==> config.mk <==
export PLATFORM = sky130hd
export DESIGN_NAME = ctrl_sequencer_flat
export DESIGN_NICKNAME = d
export VERILOG_FILES = /design/src/rtl/ctrl_sequencer_if.sv /design/src/rtl/ctrl_sequencer.sv /design/src/flat_wrapper.sv
export SDC_FILE = /design/constraint.sdc
export NUM_CORES = 1
export LEC_CHECK = 0
export CAP_MARGIN = 20
export CORE_ASPECT_RATIO = 0.8
export CORE_MARGIN = 2
export CORE_UTILIZATION = 51
export DETAILED_ROUTE_END_ITERATION = 10
export PLACE_DENSITY_LB_ADDON = 0.1
export REMOVE_ABC_BUFFERS = 1
export SLEW_MARGIN = 20
export SYNTH_ARGS = -nofsm -noshare
export SYNTH_HDL_FRONTEND = slang
export SYNTH_SLANG_ARGS = --single-unit
==> constraint.sdc <==
create_clock -name clock -period 2.8 [get_ports clock]
set_input_delay 0.42 -clock clock [delete_from_list [all_inputs] [get_ports clock]]
set_output_delay 0.42 -clock clock [all_outputs]
set_load 0.01 [all_outputs]
==> src/rtl/ctrl_sequencer_if.sv <==
// Control bus between the hardwired sequencer and the mini CPU datapath.
// master = sequencer (drives strobes), slave = datapath/memory side.
interface ctrl_sequencer_if;
   logic [4:0] opcode;
   logic       mem_ready;
   logic       PCout, PCin, IncPC;
   logic       MARin, MDRin, MDRout, IRin;
   logic       Yin, Zin, Zlowout, Cout;
   logic       Read, Write;
   logic       Gra, Grb, Grc, Rin, Rout, BAout;
   logic [1:0] alu_op;
   logic       run, fault;

   modport master (
      input  opcode, mem_ready,
      output PCout, PCin, IncPC, MARin, MDRin, MDRout, IRin,
             Yin, Zin, Zlowout, Cout, Read, Write,
             Gra, Grb, Grc, Rin, Rout, BAout, alu_op, run, fault
   );

   modport slave (
      output opcode, mem_ready,
      input  PCout, PCin, IncPC, MARin, MDRin, MDRout, IRin,
             Yin, Zin, Zlowout, Cout, Read, Write,
             Gra, Grb, Grc, Rin, Rout, BAout, alu_op, run, fault
   );
endinterface

==> src/rtl/ctrl_sequencer.sv <==
// Hardwired Moore control unit: fetch/decode/execute T-states with
// memory-ready handshake, halt and sticky memory-timeout fault.
module ctrl_sequencer #(
   parameter int unsigned MEM_WAIT_MAX = 15,
   parameter int unsigned WCNT_W       = 4
) (
   input logic              clock,
   input logic              clear,
   ctrl_sequencer_if.master bus
);

   typedef enum logic [3:0] {
      S_RST, S_T0, S_T1, S_T2, S_T3, S_T4, S_T5, S_T6, S_T7, S_HALT, S_FAULT
   } state_t;

   typedef enum logic [2:0] {
      C_NOP, C_HALT, C_ALU, C_IMM, C_LDI, C_LD, C_ST
   } cls_t;

   typedef struct packed {
      logic       PCout, PCin, IncPC, MARin, MDRin, MDRout, IRin;
      logic       Yin, Zin, Zlowout, Cout, Read, Write;
      logic       Gra, Grb, Grc, Rin, Rout, BAout;
      logic [1:0] alu_op;
      logic       run, fault;
   } ctrl_t;

   state_t            state, state_nxt;
   cls_t              cls, cls_nxt, dec_cls;
   logic [1:0]        aop, aop_nxt, dec_aop;
   logic [WCNT_W-1:0] wcnt, wcnt_nxt;
   logic              in_wait;
   ctrl_t             ctrl_q;

   // Strobes for a state; class/alu code are registers latched at end of T2.
   function automatic ctrl_t ctrl_of(state_t s, cls_t c, logic [1:0] a);
      ctrl_t k;
      k = '0;
      case (s)
         S_T0: begin k.PCout = 1'b1; k.MARin = 1'b1; k.IncPC = 1'b1; k.Zin = 1'b1; end
         S_T1: begin k.Zlowout = 1'b1; k.PCin = 1'b1; k.Read = 1'b1; k.MDRin = 1'b1; end
         S_T2: begin k.MDRout = 1'b1; k.IRin = 1'b1; end
         S_T3: begin
            if (c == C_ALU || c == C_IMM) begin
               k.Grb = 1'b1; k.Rout = 1'b1; k.Yin = 1'b1;
            end else if (c == C_LDI || c == C_LD || c == C_ST) begin
               k.Grb = 1'b1; k.BAout = 1'b1; k.Yin = 1'b1;
            end
         end
         S_T4: begin
            k.Zin    = 1'b1;
            k.alu_op = a;
            if (c == C_ALU) begin k.Grc = 1'b1; k.Rout = 1'b1; end
            else            k.Cout = 1'b1;
         end
         S_T5: begin
            k.Zlowout = 1'b1;
            if (c == C_LD || c == C_ST) k.MARin = 1'b1;
            else begin k.Gra = 1'b1; k.Rin = 1'b1; end
         end
         S_T6: begin
            k.MDRin = 1'b1;
            if (c == C_LD) k.Read = 1'b1;
            else begin k.Gra = 1'b1; k.Rout = 1'b1; end
         end
         S_T7: begin
            if (c == C_LD) begin k.MDRout = 1'b1; k.Gra = 1'b1; k.Rin = 1'b1; end
            else           k.Write = 1'b1;
         end
         default: k = '0;
      endcase
      k.run   = !(s == S_RST || s == S_HALT || s == S_FAULT);
      k.fault = (s == S_FAULT);
      return k;
   endfunction

   always_comb begin
      dec_cls = C_NOP;
      dec_aop = 2'd0;
      case (bus.opcode)
         5'b00000: dec_cls = C_LD;
         5'b00001: dec_cls = C_LDI;
         5'b00010: dec_cls = C_ST;
         5'b00011: begin dec_cls = C_ALU; dec_aop = 2'd0; end
         5'b00100: begin dec_cls = C_ALU; dec_aop = 2'd1; end
         5'b00101: begin dec_cls = C_ALU; dec_aop = 2'd2; end
         5'b00110: begin dec_cls = C_ALU; dec_aop = 2'd3; end
         5'b01100: begin dec_cls = C_IMM; dec_aop = 2'd0; end
         5'b01101: begin dec_cls = C_IMM; dec_aop = 2'd2; end
         5'b01110: begin dec_cls = C_IMM; dec_aop = 2'd3; end
         5'b11011: dec_cls = C_HALT;
         default:  dec_cls = C_NOP;
      endcase
   end

   assign in_wait = (state == S_T1) ||
                    (state == S_T6 && cls == C_LD) ||
                    (state == S_T7 && cls == C_ST);

   always_comb begin
      state_nxt = state;
      cls_nxt   = cls;
      aop_nxt   = aop;
      wcnt_nxt  = '0;
      case (state)
         S_RST: state_nxt = S_T0;
         S_T0:  state_nxt = S_T1;
         S_T1:  state_nxt = S_T2;
         S_T2: begin
            state_nxt = S_T3;
            cls_nxt   = dec_cls;
            aop_nxt   = dec_aop;
         end
         S_T3: begin
            if (cls == C_NOP)       state_nxt = S_T0;
            else if (cls == C_HALT) state_nxt = S_HALT;
            else                    state_nxt = S_T4;
         end
         S_T4:  state_nxt = S_T5;
         S_T5:  state_nxt = (cls == C_LD || cls == C_ST) ? S_T6 : S_T0;
         S_T6:  state_nxt = S_T7;
         S_T7:  state_nxt = S_T0;
         default: state_nxt = state;
      endcase
      // Ready on the last allowed cycle still counts as success.
      if (in_wait && !bus.mem_ready) begin
         if (wcnt == WCNT_W'(MEM_WAIT_MAX)) begin
            state_nxt = S_FAULT;
         end else begin
            state_nxt = state;
            wcnt_nxt  = wcnt + 1'b1;
         end
      end
   end

   always_ff @(posedge clock) begin
      if (!clear) begin
         state  <= S_RST;
         cls    <= C_NOP;
         aop    <= 2'd0;
         wcnt   <= '0;
         ctrl_q <= '0;
      end else begin
         state  <= state_nxt;
         cls    <= cls_nxt;
         aop    <= aop_nxt;
         wcnt   <= wcnt_nxt;
         ctrl_q <= ctrl_of(state_nxt, cls_nxt, aop_nxt);
      end
   end

   assign bus.PCout   = ctrl_q.PCout;
   assign bus.PCin    = ctrl_q.PCin;
   assign bus.IncPC   = ctrl_q.IncPC;
   assign bus.MARin   = ctrl_q.MARin;
   assign bus.MDRin   = ctrl_q.MDRin;
   assign bus.MDRout  = ctrl_q.MDRout;
   assign bus.IRin    = ctrl_q.IRin;
   assign bus.Yin     = ctrl_q.Yin;
   assign bus.Zin     = ctrl_q.Zin;
   assign bus.Zlowout = ctrl_q.Zlowout;
   assign bus.Cout    = ctrl_q.Cout;
   assign bus.Read    = ctrl_q.Read;
   assign bus.Write   = ctrl_q.Write;
   assign bus.Gra     = ctrl_q.Gra;
   assign bus.Grb     = ctrl_q.Grb;
   assign bus.Grc     = ctrl_q.Grc;
   assign bus.Rin     = ctrl_q.Rin;
   assign bus.Rout    = ctrl_q.Rout;
   assign bus.BAout   = ctrl_q.BAout;
   assign bus.alu_op  = ctrl_q.alu_op;
   assign bus.run     = ctrl_q.run;
   assign bus.fault   = ctrl_q.fault;

endmodule

==> src/flat_wrapper.sv <==
// flat-port wrapper written by rule: the top's interface ports become plain ports
module ctrl_sequencer_flat 
#(
   parameter int unsigned MEM_WAIT_MAX = 15,
   parameter int unsigned WCNT_W       = 4
)
  (clock, clear, bus_opcode, bus_mem_ready, bus_PCout, bus_PCin, bus_IncPC, bus_MARin, bus_MDRin, bus_MDRout, bus_IRin, bus_Yin, bus_Zin, bus_Zlowout, bus_Cout, bus_Read, bus_Write, bus_Gra, bus_Grb, bus_Grc, bus_Rin, bus_Rout, bus_BAout, bus_alu_op, bus_run, bus_fault);
  ctrl_sequencer_if bus_i ();
  input logic clock;
  input logic clear;
  input wire logic [$bits(bus_i.opcode)-1:0] bus_opcode;
  input wire logic [$bits(bus_i.mem_ready)-1:0] bus_mem_ready;
  output wire logic [$bits(bus_i.PCout)-1:0] bus_PCout;
  output wire logic [$bits(bus_i.PCin)-1:0] bus_PCin;
  output wire logic [$bits(bus_i.IncPC)-1:0] bus_IncPC;
  output wire logic [$bits(bus_i.MARin)-1:0] bus_MARin;
  output wire logic [$bits(bus_i.MDRin)-1:0] bus_MDRin;
  output wire logic [$bits(bus_i.MDRout)-1:0] bus_MDRout;
  output wire logic [$bits(bus_i.IRin)-1:0] bus_IRin;
  output wire logic [$bits(bus_i.Yin)-1:0] bus_Yin;
  output wire logic [$bits(bus_i.Zin)-1:0] bus_Zin;
  output wire logic [$bits(bus_i.Zlowout)-1:0] bus_Zlowout;
  output wire logic [$bits(bus_i.Cout)-1:0] bus_Cout;
  output wire logic [$bits(bus_i.Read)-1:0] bus_Read;
  output wire logic [$bits(bus_i.Write)-1:0] bus_Write;
  output wire logic [$bits(bus_i.Gra)-1:0] bus_Gra;
  output wire logic [$bits(bus_i.Grb)-1:0] bus_Grb;
  output wire logic [$bits(bus_i.Grc)-1:0] bus_Grc;
  output wire logic [$bits(bus_i.Rin)-1:0] bus_Rin;
  output wire logic [$bits(bus_i.Rout)-1:0] bus_Rout;
  output wire logic [$bits(bus_i.BAout)-1:0] bus_BAout;
  output wire logic [$bits(bus_i.alu_op)-1:0] bus_alu_op;
  output wire logic [$bits(bus_i.run)-1:0] bus_run;
  output wire logic [$bits(bus_i.fault)-1:0] bus_fault;
  assign bus_i.opcode = bus_opcode;
  assign bus_i.mem_ready = bus_mem_ready;
  assign bus_PCout = bus_i.PCout;
  assign bus_PCin = bus_i.PCin;
  assign bus_IncPC = bus_i.IncPC;
  assign bus_MARin = bus_i.MARin;
  assign bus_MDRin = bus_i.MDRin;
  assign bus_MDRout = bus_i.MDRout;
  assign bus_IRin = bus_i.IRin;
  assign bus_Yin = bus_i.Yin;
  assign bus_Zin = bus_i.Zin;
  assign bus_Zlowout = bus_i.Zlowout;
  assign bus_Cout = bus_i.Cout;
  assign bus_Read = bus_i.Read;
  assign bus_Write = bus_i.Write;
  assign bus_Gra = bus_i.Gra;
  assign bus_Grb = bus_i.Grb;
  assign bus_Grc = bus_i.Grc;
  assign bus_Rin = bus_i.Rin;
  assign bus_Rout = bus_i.Rout;
  assign bus_BAout = bus_i.BAout;
  assign bus_alu_op = bus_i.alu_op;
  assign bus_run = bus_i.run;
  assign bus_fault = bus_i.fault;
  ctrl_sequencer #(.MEM_WAIT_MAX(MEM_WAIT_MAX), .WCNT_W(WCNT_W)) u_core (.clock(clock), .clear(clear), .bus(bus_i));
endmodule
# Yosys cells after proc, flatten, opt, wreduce, memory -nomap -nowiden
# Cells that the tools add are included.
# op_classes
bitwise,3
muxes,31
eq_ne,37
reduce_logical,31
add_sub_neg,1
# op_table
operator,n
$eq 4x3->1 const B,8
$pmux 4 s8,1
$eq 4x4->1 const B,5
$pmux 3 s6,1
$eq 4x2->1 const B,4
$mux 4,4
$eq 3x3->1 const B,5
$eq 5x3->1 const B,3
$eq 5x4->1 const B,3
$mux 1,15
$reduce_or 2->1,6
$eq 5x2->1 const B,2
$logic_or 1x1->1,9
$reduce_or 3->1,3
$eq 4x1->1 const B,2
$logic_not 4->1,2
$pmux 1 s2,4
$eq 3x2->1 const B,2
$mux 3,2
$pmux 1 s3,2
$pmux 2 s3,1
$reduce_and 2->1,3
$eq 5x1->1 const B,1
$eq 5x5->1 const B,1
9 further kinds,14
# word_totals
word_cells,127
register_bits,34
output_inout_bits,23

# Longest topological paths before layout
# logic_depth
ltp_word,10
depth_mapped,8

# Least setup slack after synthesis
# OpenSTA, ideal clock, no wires.
# synth_timing
kind,register to register
start,register u_core.state[2]
end,register u_core.ctrl_q (netlist bit u_core.bus.MARin)
setup_slack_ns,0.655
path_buffers,0
setup_time_ns,0.073
arrival_time_ns,2.072
required_ns,2.727
stages_incl_launch_ff,7
cell_sequence,dfxtp_1 -> nor4_2 -> a41oi_2 -> or4b_4 -> a221o_1 -> or2_1 -> a21oi_1
# synth_via
elab_chain_len,8
word_cells_on_any_way,26
cone_classes,12 x eq/ne; 6 x mux; 8 x reduce/logical
# synth_rtl
item,line,rtl
start: declaration,ctrl_sequencer.sv:28,"state_t state, state_nxt;"
start signal: assignment,ctrl_sequencer.sv:144,state <= state_nxt;
"parallel branches: the longest is 7 deep, another holds $pmux 4 s8",-,
$pmux 1 s2 *,ctrl_sequencer.sv:39,case (s)
end signal: assignment,ctrl_sequencer.sv:148,"ctrl_q <= ctrl_of(state_nxt, cls_nxt, aop_nxt);"
end: declaration,ctrl_sequencer.sv:33,ctrl_t ctrl_q;
# Mark *: on every way between the ends.
# A chain may end at the register's enable or synchronous reset.

# Final worst setup path
# layout_timing
start,register u_core.state[2]
end,register u_core.ctrl_q (netlist bit u_core.bus.MDRout)
# layout_via
elab_chain_len,8
word_cells_on_any_way,24
cone_classes,11 x eq/ne; 6 x mux; 7 x reduce/logical
# layout_rtl
item,line
"parallel branches: the longest is 7 deep, another holds $pmux 4 s8",-
$pmux 1 s2 *,ctrl_sequencer.sv:39
# Marks and branches as above.

==> metrics.csv <==
stage,metric,value,unit
clock_network,Setup Buffers After CTS,0,
finish,Total Nets Final,226,
clock_network,Worst-Skew Late Latency,280,ps
outcome,status,"complete, no violations",
placed_design,port bufs,30,
critical_path,Crit. End Element,register,
routing,Final ANT Viol Nets,0,
finish,Finished Cell Area,2030,um2
global_routing,gr ovfl total,0,
min_path,Worst Hold Class,reg -> reg,
placed_design,Detailed Place HPWL,2.47,mm
sta,min cycle time layout,2580,ps
global_routing,vias in the first global route,1198,
synth,area of the mapped netlist,1590,um2
clock_network,CTS Buf Count,5,
clock_network,clock sinks,34,
synth,ys flop type,dfxtp_1,
placed_design,dpl ws,84.7,ps
critical_path,Slowest Stage Delay on Critical Path,540,ps
clock_network,"Clk pin slew, worst setup/hold paths",70,ps
critical_path,CP top delay family,simple AND/OR/NAND/NOR gates,
sta,Final period util,92.0,%
routing,DR top layer,met4,
power,P_leak,0.748,nW
critical_path,crit path DAT,2760,ps
sta,final hold vios,0,
synth,Syn. warnings,0,
sta,post-route setup slack,223,ps
die,Die Y,54.0,um
global_routing,initial antenna violation count,0,
clock_network,Root Driver,clkbuf_8,
synth,post-synthesis sequential area ratio,42.7,%
synth,Synth async-reset ratio,0,%
job,max-cap violations,0,
sta,worst slew pin tran,562,ps
finish,layout cell share with drive strength beyond 1,9.63,%
critical_path,Crit Path Class,reg -> reg,
die,Initial Util,52.4,%
critical_path,crit path max fanout,13,
critical_path,flop-to-flop setup slack,220,ps
critical_path,"Req. time, crit path",2990,ps
finish,"leading cell types in the layout, fill and taps excluded","34 x dfxtp_1, 30 x clkdlybuf4s50_1, 21 x nor2_1, 15 x nand2_1, 9 x nand3_1",
placed_design,GP Congestion,0.816,
critical_path,RR Startpoint,u_core.state[2],
routing,final WL,3.33,mm
finish,# diodes,0,
critical_path,crit-path cells,nor4_2 -> a41oi_2 -> o311ai_1 -> nand2_1 -> or4_1 -> a211oi_1,
min_path,Hold Crit Start,u_core.wcnt[0],
sta,setup_tns,0,ps
critical_path,CP Buf/Inv Count,0,
synth,post-synth cell types,53,
synth,Syn Area/Cell,8.61,um2
critical_path,CP startpoint,u_core.state[2],
critical_path,CP startpoint kind,register,
sta,final setup fails,0,
die,Core Region,3040,um2
die,I/O pins,31,
synth,number of synthesized flops with an enable pin,0,
routing,DRC viols,0,
global_routing,Tot GR Track Use,20.1,%
finish,Layout Area Growth over Synthesis,27.3,%
sta,fin. max-slew vios,0,
sta,final clock skew,5.32,ps
routing,DR vias/cell,5.66,
synth,Seq cells post-synth,34,
placed_design,Placed Cells,250,
routing,via count,1461,
sta,Peak Freq,388,MHz
clock_network,Max clock buf depth,2,
synth,synthesized instance count,185,
critical_path,CP max stage cell,or4_1,
clock_network,Hold Buf Count CTS,0,
routing,Avg WL per Cell,12.9,um
routing,drt pass-1 iters,4,
sta,unrepaired setup endpoints after global routing,false,
routing,Detailed Route Iter0 Violations,61,
power,peak supply drop,367,uV
global_routing,first-pass GRT wire length,5.33,mm
finish,"commonest non-fill, non-tap cell in the layout",dfxtp_1,
placed_design,post-place instance area,1930,um2
routing,wl on met1,1.61,mm
clock_network,CTS tree,yes,
die,Rows,18,
sta,max_slew headroom,62.1,%
power,Pwr per Cell Area,615,nW/um2
routing,wire length on met2,1.55,mm
routing,WL met3,158,um
clock_network,H-tree depth,2,
sta,final hold slack,449,ps
die,area of the die,3590,um2
global_routing,largest net degree at the start of global routing,14,
die,DIE WIDTH,66.5,um
finish,Final Instance Count excl. Fillers,258,
[layer usage]
layer,track usage (%),vias up
li1,-,734
met1,25.5,685
met2,34.0,40
met3,5.65,2
met4,5.10,0
met5,0,-
[area by class of cell]
class	instances	area [um2]
fillers	246	1010
multi-input cells	134	837
flip-flops and latches	34	681
repair buffers	35	338
clock buffers	6	82.6
well taps	40	50.0
inverters	7	26.3
clock inverters	2	12.5
[sequential cells by signal (all words and copies together) (netlist names), 2 cells and up]
register / count
u_core.wcnt: 4
u_core.cls: 3
u_core.state: 4
u_core.bus.alu_op: 2
u_core.aop: 2
[Yosys cell counts, drive strengths merged, types with 2 or more instances]
cell type	n	area share, %
nor2	21	4.9
clkbuf	3	0.71
nor2b	5	2.0
and3	2	0.79
o21ai	7	2.2
or2	2	0.79
or3	3	1.2
nand2	15	3.5
xor2	2	1.1
a21oi	8	2.5
a31oi	5	2.0
a221o	2	1.3
o31ai	2	0.94
nor4b	2	1.1
nor4	3	1.6
nand2b	2	0.79
and2	5	2.0
o22ai	3	1.2
nand4bb	2	1.4
dfxtp	34	43
buf	7	2.5
a211oi	2	0.94
inv	6	1.4
xnor2	2	1.1
a21o	4	1.9
nand3	9	2.8
nor3	5	1.9
[per-stage QoR]
stage / total power [mW] / util (%)
finish: 1.25 / 66.7
global route: 1.31 / 66.7
CTS: 1.25 / 66.6
detailed placement: 0.888 / 63.5
global placement: 0.877 / 63.5
floorplan: 0.749 / -
[worst paths after layout]
check	endpoint	cells past startpoint
setup / recovery	u_core.bus.MDRout	6
setup reg to reg	u_core.bus.MDRout	6
hold / removal	u_core.wcnt[0]	1
hold reg to reg	u_core.wcnt[0]	1
[logic make-up after synthesis]
logic type / after synthesis / synth area share (%)
AND/OR/NAND/NOR: 86 / 30.5
multiplexers: 1 / 0.707
adder cells (fa/ha/maj): 1 / 0.785
XOR/XNOR: 4 / 2.20
flip-flops: 34 / 42.7
AO/OA/AOI/OAI: 42 / 18.2
buffers and inverters: 17 / 4.87
[report_power, final]
part	switching [mW]	internal (mW)
sequential	0.0346	0.522
clock	0.166	0.197
combinational	0.171	0.154
[what timing repair did]
item / 4_1_cts / 5_1_grt
resized for setup: 0 / 1
endpoints found under the hold margin: 0 / 0
setup endpoints to repair: 0 / 1
Power figures use the tool's default switching activity.
